<file path="src/rtl/gcd_dispatch.sv">
// Operand FIFO in front of a gcd core: issues pairs with a one-cycle start and returns results; zero operands bypass the core.
// Latency: push to start is 2 cycles, done to res_valid is 1 edge; in_ready low when full, results held until res_ready.
module gcd_dispatch #(
    parameter int WIDTH   = 4,
    parameter int DEPTH   = 4,
    parameter int TIMEOUT = 1000
) (
    input  logic                     clk,
    input  logic                     rst_n,
    input  logic                     in_valid,
    output logic                     in_ready,
    input  logic [WIDTH-1:0]         in_a,
    input  logic [WIDTH-1:0]         in_b,
    output logic                     gcd_start,
    output logic [WIDTH-1:0]         gcd_a,
    output logic [WIDTH-1:0]         gcd_b,
    input  logic [WIDTH-1:0]         gcd_out,
    input  logic                     gcd_done,
    input  logic                     gcd_busy,
    output logic                     res_valid,
    input  logic                     res_ready,
    output logic [WIDTH-1:0]         res_gcd,
    output logic [WIDTH-1:0]         res_a,
    output logic [WIDTH-1:0]         res_b,
    output logic                     res_err,
    output logic [$clog2(DEPTH):0]   count
);
    localparam int AW = $clog2(DEPTH);
    localparam int CW = AW + 1;
    localparam int TW = $clog2(TIMEOUT + 1);
    localparam logic [CW-1:0] FULL  = CW'(DEPTH);
    localparam logic [TW-1:0] TLAST = TW'(TIMEOUT - 1);

    localparam logic [1:0] S_IDLE  = 2'd0;
    localparam logic [1:0] S_ISSUE = 2'd1;
    localparam logic [1:0] S_WAIT  = 2'd2;
    localparam logic [1:0] S_HOLD  = 2'd3;

    logic [WIDTH-1:0] mem_a [DEPTH];
    logic [WIDTH-1:0] mem_b [DEPTH];
    logic [AW-1:0]    wr_ptr;
    logic [AW-1:0]    rd_ptr;
    logic [CW-1:0]    count_nxt;
    logic [1:0]       state;
    logic [TW-1:0]    timer;
    logic [WIDTH-1:0] head_a;
    logic [WIDTH-1:0] head_b;
    logic             head_vld;
    logic             head_az;
    logic             head_bz;
    logic             push;
    logic             pop;

    assign head_a   = mem_a[rd_ptr];
    assign head_b   = mem_b[rd_ptr];
    assign head_vld = (count != '0);
    assign head_az  = (head_a == '0);
    assign head_bz  = (head_b == '0);
    assign push     = in_valid && in_ready;
    // Zero-operand pairs never need the core, so they may leave even while it is busy.
    assign pop      = (state == S_IDLE) && head_vld && (head_az || head_bz || !gcd_busy);

    always_comb begin
        count_nxt = count;
        case ({push, pop})
            2'b10:   count_nxt = count + 1'b1;
            2'b01:   count_nxt = count - 1'b1;
            default: count_nxt = count;
        endcase
    end

    always_ff @(posedge clk) begin
        if (push) begin
            mem_a[wr_ptr] <= in_a;
            mem_b[wr_ptr] <= in_b;
        end
    end

    always_ff @(posedge clk or negedge rst_n) begin
        if (!rst_n) begin
            wr_ptr   <= '0;
            rd_ptr   <= '0;
            count    <= '0;
            in_ready <= 1'b0;
        end else begin
            if (push) wr_ptr <= wr_ptr + 1'b1;
            if (pop)  rd_ptr <= rd_ptr + 1'b1;
            count    <= count_nxt;
            // Registered from the next count, so a same-cycle pop cannot open a full FIFO.
            in_ready <= (count_nxt < FULL);
        end
    end

    always_ff @(posedge clk or negedge rst_n) begin
        if (!rst_n) begin
            state     <= S_IDLE;
            timer     <= '0;
            gcd_start <= 1'b0;
            gcd_a     <= '0;
            gcd_b     <= '0;
            res_valid <= 1'b0;
            res_gcd   <= '0;
            res_a     <= '0;
            res_b     <= '0;
            res_err   <= 1'b0;
        end else begin
            case (state)
                S_IDLE: begin
                    if (head_vld) begin
                        if (head_az || head_bz) begin
                            res_gcd   <= head_a | head_b;
                            res_err   <= head_az && head_bz;
                            res_a     <= head_a;
                            res_b     <= head_b;
                            res_valid <= 1'b1;
                            state     <= S_HOLD;
                        end else if (!gcd_busy) begin
                            gcd_a     <= head_a;
                            gcd_b     <= head_b;
                            res_a     <= head_a;
                            res_b     <= head_b;
                            gcd_start <= 1'b1;
                            state     <= S_ISSUE;
                        end
                    end
                end
                S_ISSUE: begin
                    gcd_start <= 1'b0;
                    timer     <= '0;
                    state     <= S_WAIT;
                end
                S_WAIT: begin
                    if (gcd_done) begin
                        res_gcd   <= gcd_out;
                        res_err   <= 1'b0;
                        res_valid <= 1'b1;
                        state     <= S_HOLD;
                    end else if (timer == TLAST) begin
                        res_gcd   <= '0;
                        res_err   <= 1'b1;
                        res_valid <= 1'b1;
                        state     <= S_HOLD;
                    end else begin
                        timer <= timer + 1'b1;
                    end
                end
                S_HOLD: begin
                    if (res_ready) begin
                        res_valid <= 1'b0;
                        state     <= S_IDLE;
                    end
                end
                default: state <= S_IDLE;
            endcase
        end
    end
endmodule

</file>
<file path="config.mk">
export PLATFORM = sky130hd
export DESIGN_NAME = gcd_dispatch
export DESIGN_NICKNAME = d
export VERILOG_FILES = /design/src/rtl/gcd_dispatch.sv
export SDC_FILE = /design/constraint.sdc
export NUM_CORES = 1
export LEC_CHECK = 0
export ABC_AREA = 0
export CORE_UTILIZATION = 45
export CTS_CLUSTER_SIZE = 16
export DETAILED_ROUTE_END_ITERATION = 10
export GPL_TIMING_DRIVEN = 0
export PLACE_DENSITY = 0.68
export SYNTH_ARGS = -nofsm -noshare
export SYNTH_HDL_FRONTEND = slang
export SYNTH_SLANG_ARGS = --single-unit
</file>
<file path="constraint.sdc">
create_clock -name clk -period 4.8 [get_ports clk]
set_clock_uncertainty 0.1 [all_clocks]
set_input_delay 1.44 -clock clk [delete_from_list [all_inputs] [get_ports clk]]
set_output_delay 1.44 -clock clk [all_outputs]
set_load 0.01 [all_outputs]
</file>
==> results.yml, run 1 <==
place:
  gp_congestion: 0.750
  placed_cells_incl_taps: 361
  pre_cts_ws_ns: 1.10
  portBuffers: 44
  place_hpwl_um: 4310
worst_setup_path:
  rrSetupSlack_ns: 1.12
  regToRegEndpoint: "count[1]"
  critical_path_buf_inv_count: 2
  worstSetupPathType: "reg2reg"
  reg2regPathDepth: 8
  cp_max_fo: 10
  slowest_stage: "or4_1"
  crit_start: "rd_ptr[1]"
  worstPathCellList: "clkbuf_1 > mux4_2 > or4_1 > a31oi_1 > buf_2 > ha_1 > fa_1 > mux2_2"
  worst_r2r_startpoint: "rd_ptr[1]"
  arrival_ns: 3.81
  cp-start-kind: "flop"
  endpoint_kind: "flop"
  critical_path.top_delay_family: "buffers and inverters"
  cp_num_cells: 8
  required_ns: 4.94
  critPathMaxStageDelay_ns: 0.65
drt:
  wl_um: 5940
  drt-initial-drc-count: 70
  via_per_inst: 5.14
  route.detailed.drc: 0
  antenna_left: 0
  dr_total_vias: 1937
  drtPass1Iterations: 4
  wire_per_inst_um: 15.8
grt:
  grt_pass1_wl_um: 9970
  antenna_found_initial: 0
  grt.overflow.total: 0
  grt_util_all_layers_pct: 17.9
  first_global_vias: 2040
  grt_max_degree: 28
hold_path:
  hp-class: "reg2reg"
  hold_end: "res_a[1]"
  hold_path_startpoint: "res_a[1]"
  holdPathStages: 1
pwr:
  clock_power_share_pct: 18.6
  combPwrFrac_pct: 41.9
  internal_power_uw: 1620
  power.switching_uw: 850
  vdd_drop_max_mv: 0.223
  power_uw: 2470
  p_leak_uw: 0.00160
  p_sw_share_pct: 34.4
  p_per_area_nw_per_um2: 615
  seqPwrFrac_pct: 39.5
finish:
  fillers: 586
  diodes: 0
  register_area_um2: 2040
  finalNonFillerCells: 377
  synthToLayoutAreaGrowth_pct: 23.5
  layout-drive-gt1-share_pct: 14.6
  final_nets: 306
  final_cell_mix: "43 x dfrtp_1, 43 x clkdlybuf4s50_1, 32 x edfxtp_1, 15 x nor2_1, 14 x mux2_1"
  multi_input_area_um2: 1160
floorplan:
  core_area_um2: 6910
  start_util_pct: 47.1
  io_pins: 45
  die_height_um: 87.1
  std_cell_rows: 30
  die_area_um2: 7580
  dieWidth_um: 87.1
sta:
  setup_viol: 0
  tightest_slew_ns: 0.560
  slew_headroom_pct: 62.7
  min_period_over_period_pct: 76.6
  fmax_ghz: 0.272
  tns_ns: 0
  setup_slack_ns: 1.12
  drv_slew: 0
  finalHoldViolations: 0
  period_needed_ns: 3.68
  rsz0062_at_grt: "false"
clock_tree:
  cts_setup_buffers: 0
  htreeDepth: 3
  clk_latency_ns: 0.35
  cts_resized: 0
  numCtsBuffers: 9
  ctsHoldBuffers: 0
  clockBufferDepth: 2
  clkTransAtPathRegs_ns: 0.09
  clock-sinks: 75
  cts_tree: "done"
  cts_root_buffer: "clkbuf_8"
synthesis:
  synthDistinctLibCells: 36
  synthCells: 220
  synth-edff-count: 32
  ys_warn_count: 0
  async_flop_share_pct: 57.3
  ys_ff_latch: 75
  syn_area_per_cell_um2: 14.8
  yosysSeqAreaShare_pct: 62.6
  syn_area_um2: 3260
  synthFlopType: "dfrtp_1"
  syn_nets: 250
outcome:
  outcome: "finished clean"
run:
  max-cap-violations: 0
synth_stat cells (all sizes together), types with 6 or more instances:
| cell type | count | area (um^2) |
|---|---|---|
| dfrtp | 43 | 1080 |
| xor2 | 8 | 70.1 |
| nand3 | 7 | 35.0 |
| nand2 | 8 | 30.0 |
| edfxtp | 32 | 961 |
| ha | 11 | 138 |
| o21ai | 6 | 30.0 |
| nor2 | 15 | 56.3 |
| inv | 7 | 26.3 |
| mux4 | 8 | 180 |
| mux2 | 24 | 270 |
| and3 | 6 | 37.5 |
cell type report:
cell class	instances	area share, %
plain buffers	6	0.778
well taps	96	2.99
inverters	7	0.654
clock buffers	10	3.42
repair buffers	45	11.3
clock inverters	6	1.28
flip-flops and latches	75	50.7
multi-input cells	132	28.9
sequential cells by signal, summed over array words and instances (netlist names), 4 cells and up, named ones only:
register  flops
res_b         4
res_gcd       4
timer        10
gcd_a         4
res_a         4
mem_b        16
mem_a        16
gcd_b         4
cells by family (layout without fill, tap and decap cells):
| kind of cell | Yosys count | count (layout) | synth area share [%] |
|---|---|---|---|
| flops | 75 | 75 | 62.6 |
| simple gates | 52 | 52 | 8.38 |
| mux | 36 | 36 | 15.1 |
| compound gates | 20 | 20 | 4.15 |
| buf+inv | 13 | 74 | 1.77 |
| fa+ha+maj | 12 | 12 | 4.84 |
| xor+xnor | 12 | 12 | 3.23 |
power groups by stage:
stage	logic (uW)	clock network (uW)	registers, uW
after floorplan	588	0	1030
after global placement	1030	0	988
after detailed placement	1050	0	993
after CTS	1050	469	980
after global routing	1150	498	1000
final	1040	460	976
how the worst max path moves through the flow:
stage	to	slack (ns)
after floorplan	count[1]	1.64
after global placement	res_a[3]	1.05
after detailed placement	in_ready	1.10
after CTS	count[1]	1.08
after global routing	in_ready	0.93
final	count[1]	1.12
per-stage QoR:
stage	hold slack (ns)	utilization (%)	area, um^2
6_report	0.391	58.2	4020
2_1_floorplan	0.369	-	3260
5_1_grt	0.409	58.2	4020
4_1_cts	0.397	58.2	4020
3_5_place_dp	0.377	55.5	3830
3_3_place_gp	0.370	55.3	3820
per-layer routing:
metal  global-route usage [%]  vias to the layer above  share of wire (%)
li1                         -                      925                  -
met1                     24.4                      962                 48
met2                     27.6                       41                 47
met3                     4.45                        9                3.2
met4                     7.27                        0                1.7
met5                        0                        -                  0
worst register-to-register path: stages, from the launching register on:
cell      delay (ns)
dfrtp_1         0.33
clkbuf_1        0.44
mux4_2          0.46
or4_1           0.65
a31oi_1         0.31
buf_2           0.33
ha_1            0.27
fa_1            0.42
mux2_2          0.26
(Power assumes the default switching activity.)
==> inputs of run 2 (changes only) <==
- clock period: 4.8 -> 3.8 ns (I/O delays scaled with it)
==> results.yml, run 2 (synthesis results as in run 1) <==
finish:
  final_nets: 305
  synthToLayoutAreaGrowth_pct: 23.4
  layout-drive-gt1-share_pct: 14.6
  top_regs: "mem_a (16), mem_b (16), timer (10)"
  diodes: 0
  final_area_um2: 4020
  final_cell_mix: "43 x dfrtp_1, 43 x clkdlybuf4s50_1, 32 x edfxtp_1, 15 x nor2_1, 14 x mux2_1"
sta:
  finalHoldViolations: 0
  rsz0062_at_grt: "false"
  fmax_ghz: 0.280
  setup_viol: 0
  tightest_slew_ns: 0.538
  drv_slew: 0
  slew_headroom_pct: 63.8
  period_needed_ns: 3.57
  tns_ns: 0
  min_period_over_period_pct: 93.9
  holdWs_ns: 0.391
drt:
  wire_per_inst_um: 15.8
  via_per_inst: 5.18
  drtPass1Iterations: 4
  antenna_left: 0
  drt-initial-drc-count: 74
  wl_um: 5940
  dr_total_vias: 1949
  route.detailed.drc: 0
worst_setup_path:
  worstSetupPathType: "reg2reg"
  critPathMaxStageDelay_ns: 0.65
  slowest_stage: "or4_1"
  cp_max_fo: 10
  worstPathCellList: "buf_6 > mux4_2 > or4_1 > a31oi_1 > buf_2 > ha_1 > fa_1 > mux2_2"
  arrival_ns: 3.70
  endpoint_kind: "flop"
  critical_path.top_delay_family: "multiplexers"
  required_ns: 3.94
  critical_path_buf_inv_count: 2
  cp-start-kind: "flop"
grt:
  grt_pass1_wl_um: 9970
  grt_max_degree: 28
  grt.overflow.total: 0
  antenna_found_initial: 0
  grt_util_all_layers_pct: 17.9
  first_global_vias: 2040
floorplan:
  die_height_um: 87.1
  std_cell_rows: 30
  start_util_pct: 47.1
  dieWidth_um: 87.1
  die_area_um2: 7580
  io_pins: 45
  core_area_um2: 6910
clock_tree:
  htreeDepth: 3
  cts_tree: "done"
  clkTransAtPathRegs_ns: 0.09
  clock-sinks: 75
  clockBufferDepth: 2
  ctsHoldBuffers: 0
  cts_setup_buffers: 0
  cts_resized: 0
  cts_root_buffer: "clkbuf_8"
  numCtsBuffers: 9
  clk_latency_ns: 0.35
pwr:
  vdd_drop_max_mv: 0.282
  power_uw: 3120
  p_leak_uw: 0.00160
  p_per_area_nw_per_um2: 777
hold_path:
  hp-class: "reg2reg"
place:
  dpl_cell_area_um2: 3830
  portBuffers: 44
  gp_congestion: 0.750
  place_hpwl_um: 4310
outcome:
  outcome: "finished clean"
run:
  max-cap-violations: 0
run 2: worst paths after layout:
| path | cells after the start | slack [ns] | to | from |
|---|---|---|---|---|
| max | 8 | 0.23 | count[1] | rd_ptr[0] |
| max in group asynchronous | 2 | 2.50 | res_gcd[1] | rst_n |
| min | 1 | 0.39 | res_a[1] | res_a[1] |
| max reg2reg | 8 | 0.23 | count[1] | rd_ptr[0] |
| min in group asynchronous | 1 | 0.62 | timer[6] | rst_n |
| min reg2reg | 1 | 0.39 | res_a[1] | res_a[1] |
run 2: stage by stage:
stage	worst slack [ns]	util (%)	cells
CTS	0.0790	58.2	377
finish	0.231	58.2	376
floorplan	0.636	-	220
global placement	0.167	55.3	360
global route	0.0619	58.2	376
detailed placement	0.0974	55.5	361
run 2: cell type report:
| type | instances | area [um^2] |
|---|---|---|
| buffer | 5 | 27.5 |
| tap | 96 | 120 |
| clock buffer | 10 | 138 |
| sequential | 75 | 2040 |
| inverter | 7 | 26.3 |
| timing repair buffer | 45 | 455 |
| fill | 588 | 2890 |
| multi-input combinational | 132 | 1160 |
| clock inverter | 6 | 51.3 |
run 2: report_power, final:
group	internal [uW]	leakage, uW	switching, uW	total, uW
Combinational	686	0.000686	599	1290
Sequential	1090	0.000815	159	1250
Clock	266	0.0000947	314	580
run 2: metal layers:
layer / share of wire (%) / wire (um) / track usage [%]
met4: 1.7 / 99 / 7.27
met2: 47 / 2810 / 27.6
met3: 3.6 / 216 / 4.45
met1: 47 / 2820 / 24.4
met5: 0 / 0 / 0
==> inputs of run 3 (changes only) <==
- CORE_ASPECT_RATIO: unset -> 0.8
- SKIP_CTS_REPAIR_TIMING: unset -> 1
==> results.yml, run 3 (synthesis results as in run 1) <==
outcome:
  outcome: "finished clean"
drt:
  drt-initial-drc-count: 81
  wire_per_inst_um: 16.6
  via_per_inst: 5.28
  wl_um: 6080
  antenna_left: 0
  dr_total_vias: 1939
  route.detailed.drc: 0
  drtPass1Iterations: 4
sta:
  finalHoldViolations: 0
  tns_ns: 0
  rsz0062_at_grt: "false"
  slew_headroom_pct: 66.9
  tightest_slew_ns: 0.493
  fmax_ghz: 0.285
  period_needed_ns: 3.51
  min_period_over_period_pct: 92.3
  setup_viol: 0
  drv_slew: 0
  holdWs_ns: 0.391
finish:
  diodes: 0
  final_cell_mix: "43 x dfrtp_1, 43 x clkdlybuf4s50_1, 32 x edfxtp_1, 15 x nor2_1, 14 x mux2_1"
  fin_util_pct: 57.3
  fillers: 561
  top_regs: "mem_a (16), mem_b (16), timer (10)"
  layout-drive-gt1-share_pct: 12.5
  final_nets: 305
  finalNonFillerCells: 367
  synthToLayoutAreaGrowth_pct: 21.9
clock_tree:
  clk_latency_ns: 0.34
  cts_tree: "done"
  clockBufferDepth: 2
  htreeDepth: 3
  clock-sinks: 75
  clkTransAtPathRegs_ns: 0.07
  cts_root_buffer: "clkbuf_8"
  numCtsBuffers: 9
floorplan:
  std_cell_rows: 27
  die_area_um2: 7580
  core_area_um2: 6930
  start_util_pct: 47.0
  die_height_um: 78.1
  dieWidth_um: 97.1
  io_pins: 45
grt:
  grt_util_all_layers_pct: 18.3
  grt.overflow.total: 0
  grt_max_degree: 35
  antenna_found_initial: 0
  first_global_vias: 1999
  grt_pass1_wl_um: 10400
worst_setup_path:
  cp-start-kind: "flop"
  arrival_ns: 3.64
  endpoint_kind: "flop"
  required_ns: 3.93
  worstSetupPathType: "reg2reg"
  cp_max_fo: 10
run:
  max-cap-violations: 0
pwr:
  p_leak_uw: 0.00158
  vdd_drop_max_mv: 0.407
  p_per_area_nw_per_um2: 765
place:
  gp_congestion: 0.765
  place_hpwl_um: 4280
  portBuffers: 44
  placed_cells_incl_taps: 352
hold_path:
  hp-class: "reg2reg"
run 3: worst max-delay path, stage by stage, from the launching register on:
cell,delay (ns)
dfrtp_1,0.34
buf_6,0.17
mux4_2,0.58
or4_1,0.64
a31oi_1,0.29
buf_2,0.33
ha_1,0.26
fa_1,0.42
mux2_2,0.26
run 3: cell type report:
cell class,count,area (um^2),share of cell area (%)
multi-input combinational,132,1160,29.3
inverter,7,26.3,0.662
timing repair buffer,45,455,11.5
buffer,5,27.5,0.694
clock buffer,11,131,3.31
sequential,75,2040,51.3
tap,87,109,2.74
clock inverter,5,20.0,0.505
run 3: final timing paths:
path                       startpoint        to  slack (ns)  depth (start not counted)
setup / recovery            rd_ptr[0]  count[1]        0.29                          8
hold / removal               res_a[3]  res_a[3]        0.39                          1
setup reg to reg            rd_ptr[0]  count[1]        0.29                          8
hold reg to reg              res_a[3]  res_a[3]        0.39                          1
max in group asynchronous       rst_n  gcd_a[0]        2.58                          2
min in group asynchronous       rst_n  res_a[3]        0.56                          1
run 3: power by group:
group | switching (uW) | internal [uW] | leakage [uW]
Clock | 268 | 228 | 0.0000773
Sequential | 168 | 1100 | 0.000815
Combinational | 593 | 685 | 0.000686
Total | 1030 | 2010 | 0.00158
run 3: per-stage QoR:
stage / area (um^2) / total power (uW) / setup WS [ns]
5_1_grt: 3970 / 3280 / 0.111
6_report: 3970 / 3040 / 0.293
2_1_floorplan: 3260 / 2040 / 0.636
3_5_place_dp: 3820 / 2580 / 0.130
3_3_place_gp: 3800 / 2550 / 0.194
4_1_cts: 3970 / 3080 / 0.118
run 3: layer usage:
| layer | vias to the layer above | track usage (%) | wire, um |
|---|---|---|---|
| li1 | 930 | - | - |
| met1 | 956 | 25.4 | 3020 |
| met4 | 0 | 5.82 | 58 |
| met2 | 45 | 27.4 | 2660 |
| met5 | - | 0 | 0 |
| met3 | 8 | 6.23 | 339 |
